### config.mk
export PLATFORM = sky130hd
export DESIGN_NAME = sram_sp_ctrl_flat
export DESIGN_NICKNAME = d
export VERILOG_FILES = /design/src/rtl/sram_sp_ctrl_if.sv /design/src/rtl/sram_sp_ctrl.sv /design/src/flat_wrapper.sv
export SDC_FILE = /design/constraint.sdc
export NUM_CORES = 1
export LEC_CHECK = 0
export CORE_UTILIZATION = 40
export CTS_CLUSTER_SIZE = 40
export DETAILED_ROUTE_END_ITERATION = 10
export GPL_ROUTABILITY_DRIVEN = 0
export PLACE_DENSITY = 0.77
export SYNTH_ARGS = -nofsm -noshare
export SYNTH_HDL_FRONTEND = slang
export SYNTH_SLANG_ARGS = --single-unit
### constraint.sdc
create_clock -name CLK -period 7.35 [get_ports CLK]
set_input_delay 1.1025 -clock CLK [delete_from_list [all_inputs] [get_ports CLK]]
set_output_delay 1.1025 -clock CLK [all_outputs]
set_load 0.01 [all_outputs]
### src/rtl/sram_sp_ctrl_if.sv
// Request/response channels between the cache/predictor pipeline and the SRAM controller.
// The pipeline side is the master; the controller is the slave.
interface sram_sp_ctrl_if #(
    parameter int DATA_W = 50,
    parameter int ADDR_W = 7
) ();
    logic              init_done;
    logic              wr_valid;
    logic              wr_ready;
    logic [ADDR_W-1:0] wr_addr;
    logic [DATA_W-1:0] wr_data;
    logic              rd_valid;
    logic              rd_ready;
    logic [ADDR_W-1:0] rd_addr;
    logic              resp_valid;
    logic              resp_ready;
    logic [DATA_W-1:0] resp_data;

    modport master (
        input  init_done, wr_ready, rd_ready, resp_valid, resp_data,
        output wr_valid, wr_addr, wr_data, rd_valid, rd_addr, resp_ready
    );

    modport slave (
        output init_done, wr_ready, rd_ready, resp_valid, resp_data,
        input  wr_valid, wr_addr, wr_data, rd_valid, rd_addr, resp_ready
    );
endinterface

### src/rtl/sram_sp_ctrl.sv
// Single-port SRAM initiator: zero-fill sweep, write/read arbitration onto one port,
// and in-order read responses through a bypass path plus a 2-entry skid buffer.
module sram_sp_ctrl #(
    parameter int DATA_W  = 50,
    parameter int DEPTH   = 128,
    parameter int ADDR_W  = 7,
    parameter bit INIT_EN = 1'b1
) (
    input  logic              CLK,
    input  logic              RSTB,
    sram_sp_ctrl_if.slave     bus,
    output logic              CEB,
    output logic              WEB,
    output logic [ADDR_W-1:0] A,
    output logic [DATA_W-1:0] D,
    input  logic [DATA_W-1:0] Q
);

    localparam logic [0:0]        ST_INIT   = 1'b0;
    localparam logic [0:0]        ST_RUN    = 1'b1;
    localparam logic [0:0]        ST_RESET  = INIT_EN ? ST_INIT : ST_RUN;
    localparam logic [ADDR_W-1:0] LAST_ADDR = ADDR_W'(DEPTH - 1);

    logic [0:0]        state_reg, state_next;
    logic [ADDR_W-1:0] sweep_reg;
    logic              inflight_reg;
    logic [1:0]        count_reg, count_next;
    logic              head_reg;
    logic              rd_last_reg;
    logic [ADDR_W-1:0] a_reg;
    logic [DATA_W-1:0] d_reg;

    logic              run_active, init_active;
    logic              wr_cand, rd_cand, wr_grant, rd_grant;
    logic              bypass_take, push, pop, tail;
    logic [DATA_W-1:0] buf_word [2];

    // RSTB gates the grants so the macro pins fall back to idle the moment reset asserts.
    assign run_active  = RSTB && (state_reg == ST_RUN);
    assign init_active = RSTB && (state_reg == ST_INIT);

    // A read may only launch if its data has a guaranteed slot: buffered + in flight < 2.
    assign wr_cand  = run_active && bus.wr_valid;
    assign rd_cand  = run_active && bus.rd_valid && ((count_reg + {1'b0, inflight_reg}) < 2'd2);
    assign wr_grant = wr_cand && (!rd_cand || rd_last_reg);
    assign rd_grant = rd_cand && !wr_grant;

    assign bus.init_done = run_active;
    assign bus.wr_ready  = wr_grant;
    assign bus.rd_ready  = rd_grant;

    always_comb begin
        CEB = 1'b1;
        WEB = 1'b1;
        A   = a_reg;
        D   = d_reg;
        if (init_active) begin
            CEB = 1'b0;
            WEB = 1'b0;
            A   = sweep_reg;
            D   = '0;
        end else if (wr_grant) begin
            CEB = 1'b0;
            WEB = 1'b0;
            A   = bus.wr_addr;
            D   = bus.wr_data;
        end else if (rd_grant) begin
            CEB = 1'b0;
            A   = bus.rd_addr;
        end
    end

    // Q is consumed directly only when nothing older is buffered; otherwise it queues behind.
    assign bypass_take = inflight_reg && (count_reg == 2'd0) && bus.resp_ready;
    assign push        = inflight_reg && !bypass_take;
    assign pop         = (count_reg != 2'd0) && bus.resp_ready;
    assign tail        = head_reg ^ count_reg[0];
    assign count_next  = count_reg + {1'b0, push} - {1'b0, pop};

    genvar gi;
    generate
        for (gi = 0; gi < 2; gi++) begin : g_buf
            logic [DATA_W-1:0] data_reg;
            always_ff @(posedge CLK) begin
                if (push && (tail == 1'(gi))) begin
                    data_reg <= Q;
                end
            end
            assign buf_word[gi] = data_reg;
        end
    endgenerate

    assign bus.resp_valid = (count_reg != 2'd0) || inflight_reg;
    assign bus.resp_data  = (count_reg != 2'd0) ? buf_word[head_reg] :
                            (inflight_reg ? Q : '0);

    always_comb begin
        state_next = state_reg;
        if ((state_reg == ST_INIT) && (sweep_reg == LAST_ADDR)) begin
            state_next = ST_RUN;
        end
    end

    always_ff @(posedge CLK or negedge RSTB) begin
        if (!RSTB) begin
            state_reg    <= ST_RESET;
            sweep_reg    <= '0;
            inflight_reg <= 1'b0;
            count_reg    <= 2'd0;
            head_reg     <= 1'b0;
            rd_last_reg  <= 1'b1;
            a_reg        <= '0;
            d_reg        <= '0;
        end else begin
            state_reg    <= state_next;
            inflight_reg <= rd_grant;
            count_reg    <= count_next;
            a_reg        <= A;
            d_reg        <= D;
            if (state_reg == ST_INIT) begin
                sweep_reg <= sweep_reg + 1'b1;
            end
            if (pop) begin
                head_reg <= ~head_reg;
            end
            if (wr_grant) begin
                rd_last_reg <= 1'b0;
            end else if (rd_grant) begin
                rd_last_reg <= 1'b1;
            end
        end
    end

endmodule

### src/flat_wrapper.sv
// flat-port wrapper written by rule: the top's interface ports become plain ports
module sram_sp_ctrl_flat 
#(
    parameter int DATA_W  = 50,
    parameter int DEPTH   = 128,
    parameter int ADDR_W  = 7,
    parameter bit INIT_EN = 1'b1
)
  (CLK, RSTB, CEB, WEB, A, D, Q, bus_init_done, bus_wr_ready, bus_rd_ready, bus_resp_valid, bus_resp_data, bus_wr_valid, bus_wr_addr, bus_wr_data, bus_rd_valid, bus_rd_addr, bus_resp_ready);
  sram_sp_ctrl_if #(.DATA_W(DATA_W), .ADDR_W(ADDR_W)) bus_i ();
  input  logic CLK;
  input  logic RSTB;
  output logic CEB;
  output logic WEB;
  output logic [ADDR_W-1:0] A;
  output logic [DATA_W-1:0] D;
  input  logic [DATA_W-1:0] Q;
  output wire logic [$bits(bus_i.init_done)-1:0] bus_init_done;
  output wire logic [$bits(bus_i.wr_ready)-1:0] bus_wr_ready;
  output wire logic [$bits(bus_i.rd_ready)-1:0] bus_rd_ready;
  output wire logic [$bits(bus_i.resp_valid)-1:0] bus_resp_valid;
  output wire logic [$bits(bus_i.resp_data)-1:0] bus_resp_data;
  input wire logic [$bits(bus_i.wr_valid)-1:0] bus_wr_valid;
  input wire logic [$bits(bus_i.wr_addr)-1:0] bus_wr_addr;
  input wire logic [$bits(bus_i.wr_data)-1:0] bus_wr_data;
  input wire logic [$bits(bus_i.rd_valid)-1:0] bus_rd_valid;
  input wire logic [$bits(bus_i.rd_addr)-1:0] bus_rd_addr;
  input wire logic [$bits(bus_i.resp_ready)-1:0] bus_resp_ready;
  assign bus_init_done = bus_i.init_done;
  assign bus_wr_ready = bus_i.wr_ready;
  assign bus_rd_ready = bus_i.rd_ready;
  assign bus_resp_valid = bus_i.resp_valid;
  assign bus_resp_data = bus_i.resp_data;
  assign bus_i.wr_valid = bus_wr_valid;
  assign bus_i.wr_addr = bus_wr_addr;
  assign bus_i.wr_data = bus_wr_data;
  assign bus_i.rd_valid = bus_rd_valid;
  assign bus_i.rd_addr = bus_rd_addr;
  assign bus_i.resp_ready = bus_resp_ready;
  sram_sp_ctrl #(.DATA_W(DATA_W), .DEPTH(DEPTH), .ADDR_W(ADDR_W), .INIT_EN(INIT_EN)) u_core (.CLK(CLK), .RSTB(RSTB), .bus(bus_i), .CEB(CEB), .WEB(WEB), .A(A), .D(D), .Q(Q));
endmodule
==> results.yml, run 1 <==
global_routing:
  antenna_found_initial: 0
  grt_max_degree: 103
  grt_util_all_layers_pct: 18.6
  grt_pass1_wl_um: 25800
  grt_overflow: 0
  first_global_vias: 5195
pwr:
  power_density_nw_per_um2: 262
  power_leakage_uw: 0.00376
  seqPwrFrac_pct: 38.9
  pwr-share-clk_pct: 31.9
  pwr-share-comb_pct: 29.2
  p_sw_share_pct: 28.7
  internal_power_uw: 1900
  ir_worst_vdd_v: 0.000147
  power.switching_uw: 766
sta:
  tightest_slew_ns: 1.04
  max_clock_freq_mhz: 218
  relSlewSlack_pct: 30.9
  rsz0062_at_grt: "no"
  timing.final.crit_share_pct: 62.3
  setup_viol: 0
  finalHoldViolCount: 0
  drv_slew: 0
  final.setup_skew_ns: 0.00910
  setup_tns_ns: 0
  fin_crit_ns: 4.58
clock_network:
  cts-htree-levels: 4
  clock_sinks: 170
  insertion_delay_ns: 0.42
  cts.clk_slew.worst_paths_ns: 0.06
  cts-root-buf: "clkbuf_16"
  ctsHoldBuffers: 0
  cts_setup_buffers: 0
  cts_resized: 0
  clock_path_buffers: 2
  numCtsBuffers: 17
  cts_tree: "built"
critical_path:
  critPathCaptureType: "output port"
  worst-path-stages: 6
  cp.arrival_ns: 3.48
  cp_slowest_stage_delay_ns: 1.04
  required_ns: 6.25
  crit_type: "register to output port"
  crit_buf_inv: 2
  crit_chain: "a21bo_2 -> a41o_2 -> buf_4 -> o22ai_1 -> a21oi_1 -> clkdlybuf4s50_1"
  worst_path_max_delay_cell: "dfrtp_2"
  r2r_cells: 4
  startpoint_type: "register"
  cpLargestDelayFamily: "buffers and inverters"
  cp_max_fo: 55
layout:
  fillers: 1435
  syn_to_final_growth_pct: 42.6
  num-nets-final: 929
  largest_reg_flops: 100
  drive_gt1_share_pct: 6.34
  finish.utilization_pct: 58.6
  multiInputGateArea_sq_um: 2160
  final_area_sq_um: 10200
  ff_latch_area_sq_um: 4760
floorplan:
  start_util_pct: 41.1
  die_y_um: 136
  dieArea_sq_um: 18400
  rows: 48
  core_sq_um: 17400
  ios: 232
  die_w_um: 136
yosys:
  synth_ff_type: "edfxtp_1"
  synth-edff-count: 100
  synth_top_area_share_pct: 42.1
  ys_ff_latch: 170
  synth_common_cells: "nand2_1, edfxtp_1, dfrtp_1"
  ys_seq_area_share_pct: 66.7
  netlist_area_sq_um: 7130
  synth_most_common_cell: "nand2_1"
  synth_cell_type_count: 38
  yosys_warnings: 0
  syn_inst: 591
  synth_top_area_cell: "edfxtp_1"
  synth_fp_nets: 713
  yosys-top-cells-area: "edfxtp_1, dfrtp_1, mux2i_1"
  syn_avg_cell_area_sq_um: 12.1
  synthArstFlopShare_pct: 41.2
worst_hold_path:
  whs_path_depth: 1
  holdCritPathClass: "register to register"
detailed_routing:
  wire_per_inst_um: 16.0
  initialDrtViolationCount: 288
  firstDrtPassIters: 5
  vias_per_cell: 4.97
  finalWirelength_um: 16700
  drc_errors: 0
  vias: 5196
  ant_nets: 0
placed_design:
  dp_hpwl_um: 10700
  placed_area_sq_um: 9600
  portBuffers: 231
run:
  cap_viol_max_count: 0
status:
  status: "completed"
worst reg2reg max path, stage by stage (launching register included):
cell	delay (ns)
dfrtp_2	0.36
buf_4	0.70
xor2_1	0.32
and3_2	0.63
buf_4	0.46
power by group through the flow:
stage	logic [uW]	clock network [uW]	registers [uW]
global placement	783	0	1060
CTS	790	874	1040
detailed placement	789	0	1060
finish	779	850	1040
floorplan	388	0	1050
global route	840	912	1040
layout by cell type (no fill, tap or decap), types with 8 or more instances in the layout:
master	count
clkdlybuf4s50_1	230
nand2_1	105
edfxtp_1	100
dfrtp_1	67
o21ai_0	54
a21oi_1	54
mux2i_1	53
nand3_1	53
clkbuf_16	17
inv_1	8
buf_4	8
metrics by stage:
stage / power, uW / cells / worst slack, ns / hold WS, ns
global placement: 1840 / 1013 / 2.88 / 0.452
detailed placement: 1850 / 1013 / 2.85 / 0.455
global route: 2790 / 1045 / 2.50 / 0.469
CTS: 2700 / 1045 / 2.68 / 0.466
floorplan: 1440 / 591 / 3.55 / 0.461
finish: 2670 / 1046 / 2.77 / 0.464
path summary, 6_finish.rpt:
check	slack, ns	from	endpoint
max	2.77	u_core.inflight_reg	A[4]
min	0.46	u_core.head_reg	u_core.head_reg
max reg2reg	4.53	u_core.head_reg	u_core.g_buf[1].data_reg[47]
min reg2reg	0.46	u_core.head_reg	u_core.head_reg
max in group asynchronous	5.78	RSTB	u_core.head_reg
min in group asynchronous	0.53	RSTB	u_core.a_reg[2]
routing by layer:
| layer | up-vias | track usage [%] | routed length [um] |
|---|---|---|---|
| li1 | 2554 | - | - |
| met1 | 2436 | 21.8 | 6810 |
| met2 | 191 | 30.5 | 8090 |
| met3 | 15 | 8.01 | 1620 |
| met4 | 0 | 5.99 | 182 |
| met5 | - | 0 | 0 |
logic make-up after synthesis:
kind of cell	synth area share, %
AND/OR/NAND/NOR	11.1
buffers and inverters	3.35
XOR/XNOR	1.23
AO/OA/AOI/OAI	9.49
multiplexers	7.60
adder cells (fa/ha/maj)	0.526
flip-flops	66.7
final cells by class:
| cell class | count | area share [%] |
|---|---|---|
| multi-input combinational | 371 | 21.3 |
| clock inverter | 15 | 1.37 |
| inverter | 9 | 0.381 |
| tap | 225 | 2.77 |
| sequential | 170 | 46.8 |
| timing repair buffer | 238 | 23.2 |
| antenna | 1 | 0.0246 |
| clock buffer | 17 | 4.18 |
No activity file was read; power rests on OpenSTA's default activity.
==> inputs of run 2 (changes only) <==
- PLACE_DENSITY: 0.77 -> 0.8
- clock period: 7.35 -> 3.8 ns (I/O delays scaled with it)
==> run 2 against run 1 <==
Compared with the run above:
- combinational power is 93% higher
- register-to-register slack worse by 3.1 ns
- via count increased by 2.9%
- first-iteration DRC count is 23% lower
- critical path depth increased by 1
- largest power group unchanged
- highest routed layer unchanged
==> results.yml, run 2 (synthesis gave the netlist of run 1 again) <==
pwr:
  power_leakage_uw: 0.00382
  power_density_nw_per_um2: 510
  ir_worst_vdd_v: 0.000366
sta:
  tightest_slew_ns: 0.702
  drv_slew: 0
  max_clock_freq_mhz: 277
  finalHoldViolCount: 0
  fin_crit_ns: 3.61
  relSlewSlack_pct: 53.2
  final.setup_skew_ns: 0.00871
  timing.final.crit_share_pct: 95.0
  setup_viol: 0
  setup_tns_ns: 0
  rsz0062_at_grt: "no"
global_routing:
  grt_overflow: 0
  grt_util_all_layers_pct: 19.6
  grt_max_degree: 81
  first_global_vias: 5490
  antenna_found_initial: 1
  grt_pass1_wl_um: 27200
worst_hold_path:
  whs_path_depth: 1
  holdCritPathClass: "register to register"
  hold_start: "u_core.sweep_reg[6]"
detailed_routing:
  drc_errors: 0
  vias_per_cell: 5.08
  finalWirelength_um: 17400
  vias: 5345
  wire_per_inst_um: 16.6
  initialDrtViolationCount: 223
  ant_nets: 0
  firstDrtPassIters: 4
clock_network:
  cts-root-buf: "clkbuf_16"
  insertion_delay_ns: 0.42
  cts.clk_slew.worst_paths_ns: 0.06
  clock_sinks: 170
  cts_tree: "built"
  numCtsBuffers: 17
  cts_resized: 0
  clock_path_buffers: 2
  cts-htree-levels: 4
floorplan:
  die_w_um: 136
  core_sq_um: 17400
  die_y_um: 136
  dieArea_sq_um: 18400
  ios: 232
  start_util_pct: 41.1
  rows: 48
critical_path:
  crit_type: "input pin to output port"
  critPathCaptureType: "output port"
  required_ns: 3.23
  startpoint_type: "input pin"
  r2r_cells: 3
  cp.arrival_ns: 3.04
  cp_max_fo: 25
  timing.rr.start: "u_core.head_reg"
  crit_start: "RSTB"
layout:
  fillers: 1448
  drive_gt1_share_pct: 6.42
  stdcell_count: 1052
  layout_commonest_cell: "clkdlybuf4s50_1"
  largest_reg_flops: 100
  layout_common_cells: "clkdlybuf4s50_1, nand2_1, edfxtp_1, dfrtp_1"
  num-nets-final: 935
  syn_to_final_growth_pct: 44.3
status:
  status: "completed"
placed_design:
  portBuffers: 231
  dp_hpwl_um: 11800
  placedCellCount: 1018
run:
  cap_viol_max_count: 0
-- run 2: critical path, stage by stage --
cell	delay [ns]
dlygate4sd3_1	0.54
buf_4	0.19
buf_4	0.25
and3_1	0.24
nor3_2	0.41
a221o_1	0.27
clkdlybuf4s50_1	0.57
-- run 2: routing by layer --
metal	vias up	global-route usage, %	share of wire [%]
met4	0	8.55	2.1
met5	-	0	0
li1	2567	-	-
met1	2551	22.9	41
met2	204	32.5	49
met3	23	6.62	8.1
-- run 2: final timing paths --
| path | to | slack (ns) |
|---|---|---|
| max | A[0] | 0.19 |
| min | u_core.sweep_reg[6] | 0.50 |
| max reg2reg | u_core.g_buf[1].data_reg[36] | 1.47 |
| min reg2reg | u_core.sweep_reg[6] | 0.50 |
| max in group asynchronous | u_core.d_reg[34] | 2.49 |
| min in group asynchronous | u_core.d_reg[9] | 0.51 |
-- run 2: what timing repair did --
item	CTS	global route
buffers inserted	0	0
hold endpoints to repair	5	0
hold buffers	1	0
-- run 2: through the flow --
step	total power (uW)	cell area [sq um]	hold WS [ns]	util [%]	setup slack [ns]
after floorplan	2780	7130	0.274	-	0.406
after global placement	3580	9700	0.401	55.9	0.499
after detailed placement	3600	9700	0.402	55.9	0.489
after CTS	5300	10300	0.486	59.3	0.183
after global routing	5470	10300	0.505	59.3	0.0747
final	5240	10300	0.500	59.3	0.189
-- run 2: cell type report --
class | count | area [sq um] | area share [%]
Sequential cell | 170 | 4760 | 46.3
Timing Repair Buffer | 244 | 2470 | 24.0
Multi-Input combinational cell | 371 | 2160 | 21.0
Clock buffer | 18 | 429 | 4.17
Tap cell | 225 | 282 | 2.74
Clock inverter | 14 | 144 | 1.40
Inverter | 9 | 38.8 | 0.377
Antenna cell | 1 | 2.50 | 0.0243
-- run 2: power breakdown --
part	internal, uW	switching, uW
sequential	1980	74.7
combinational	807	690
clock	971	722
total	3760	1490
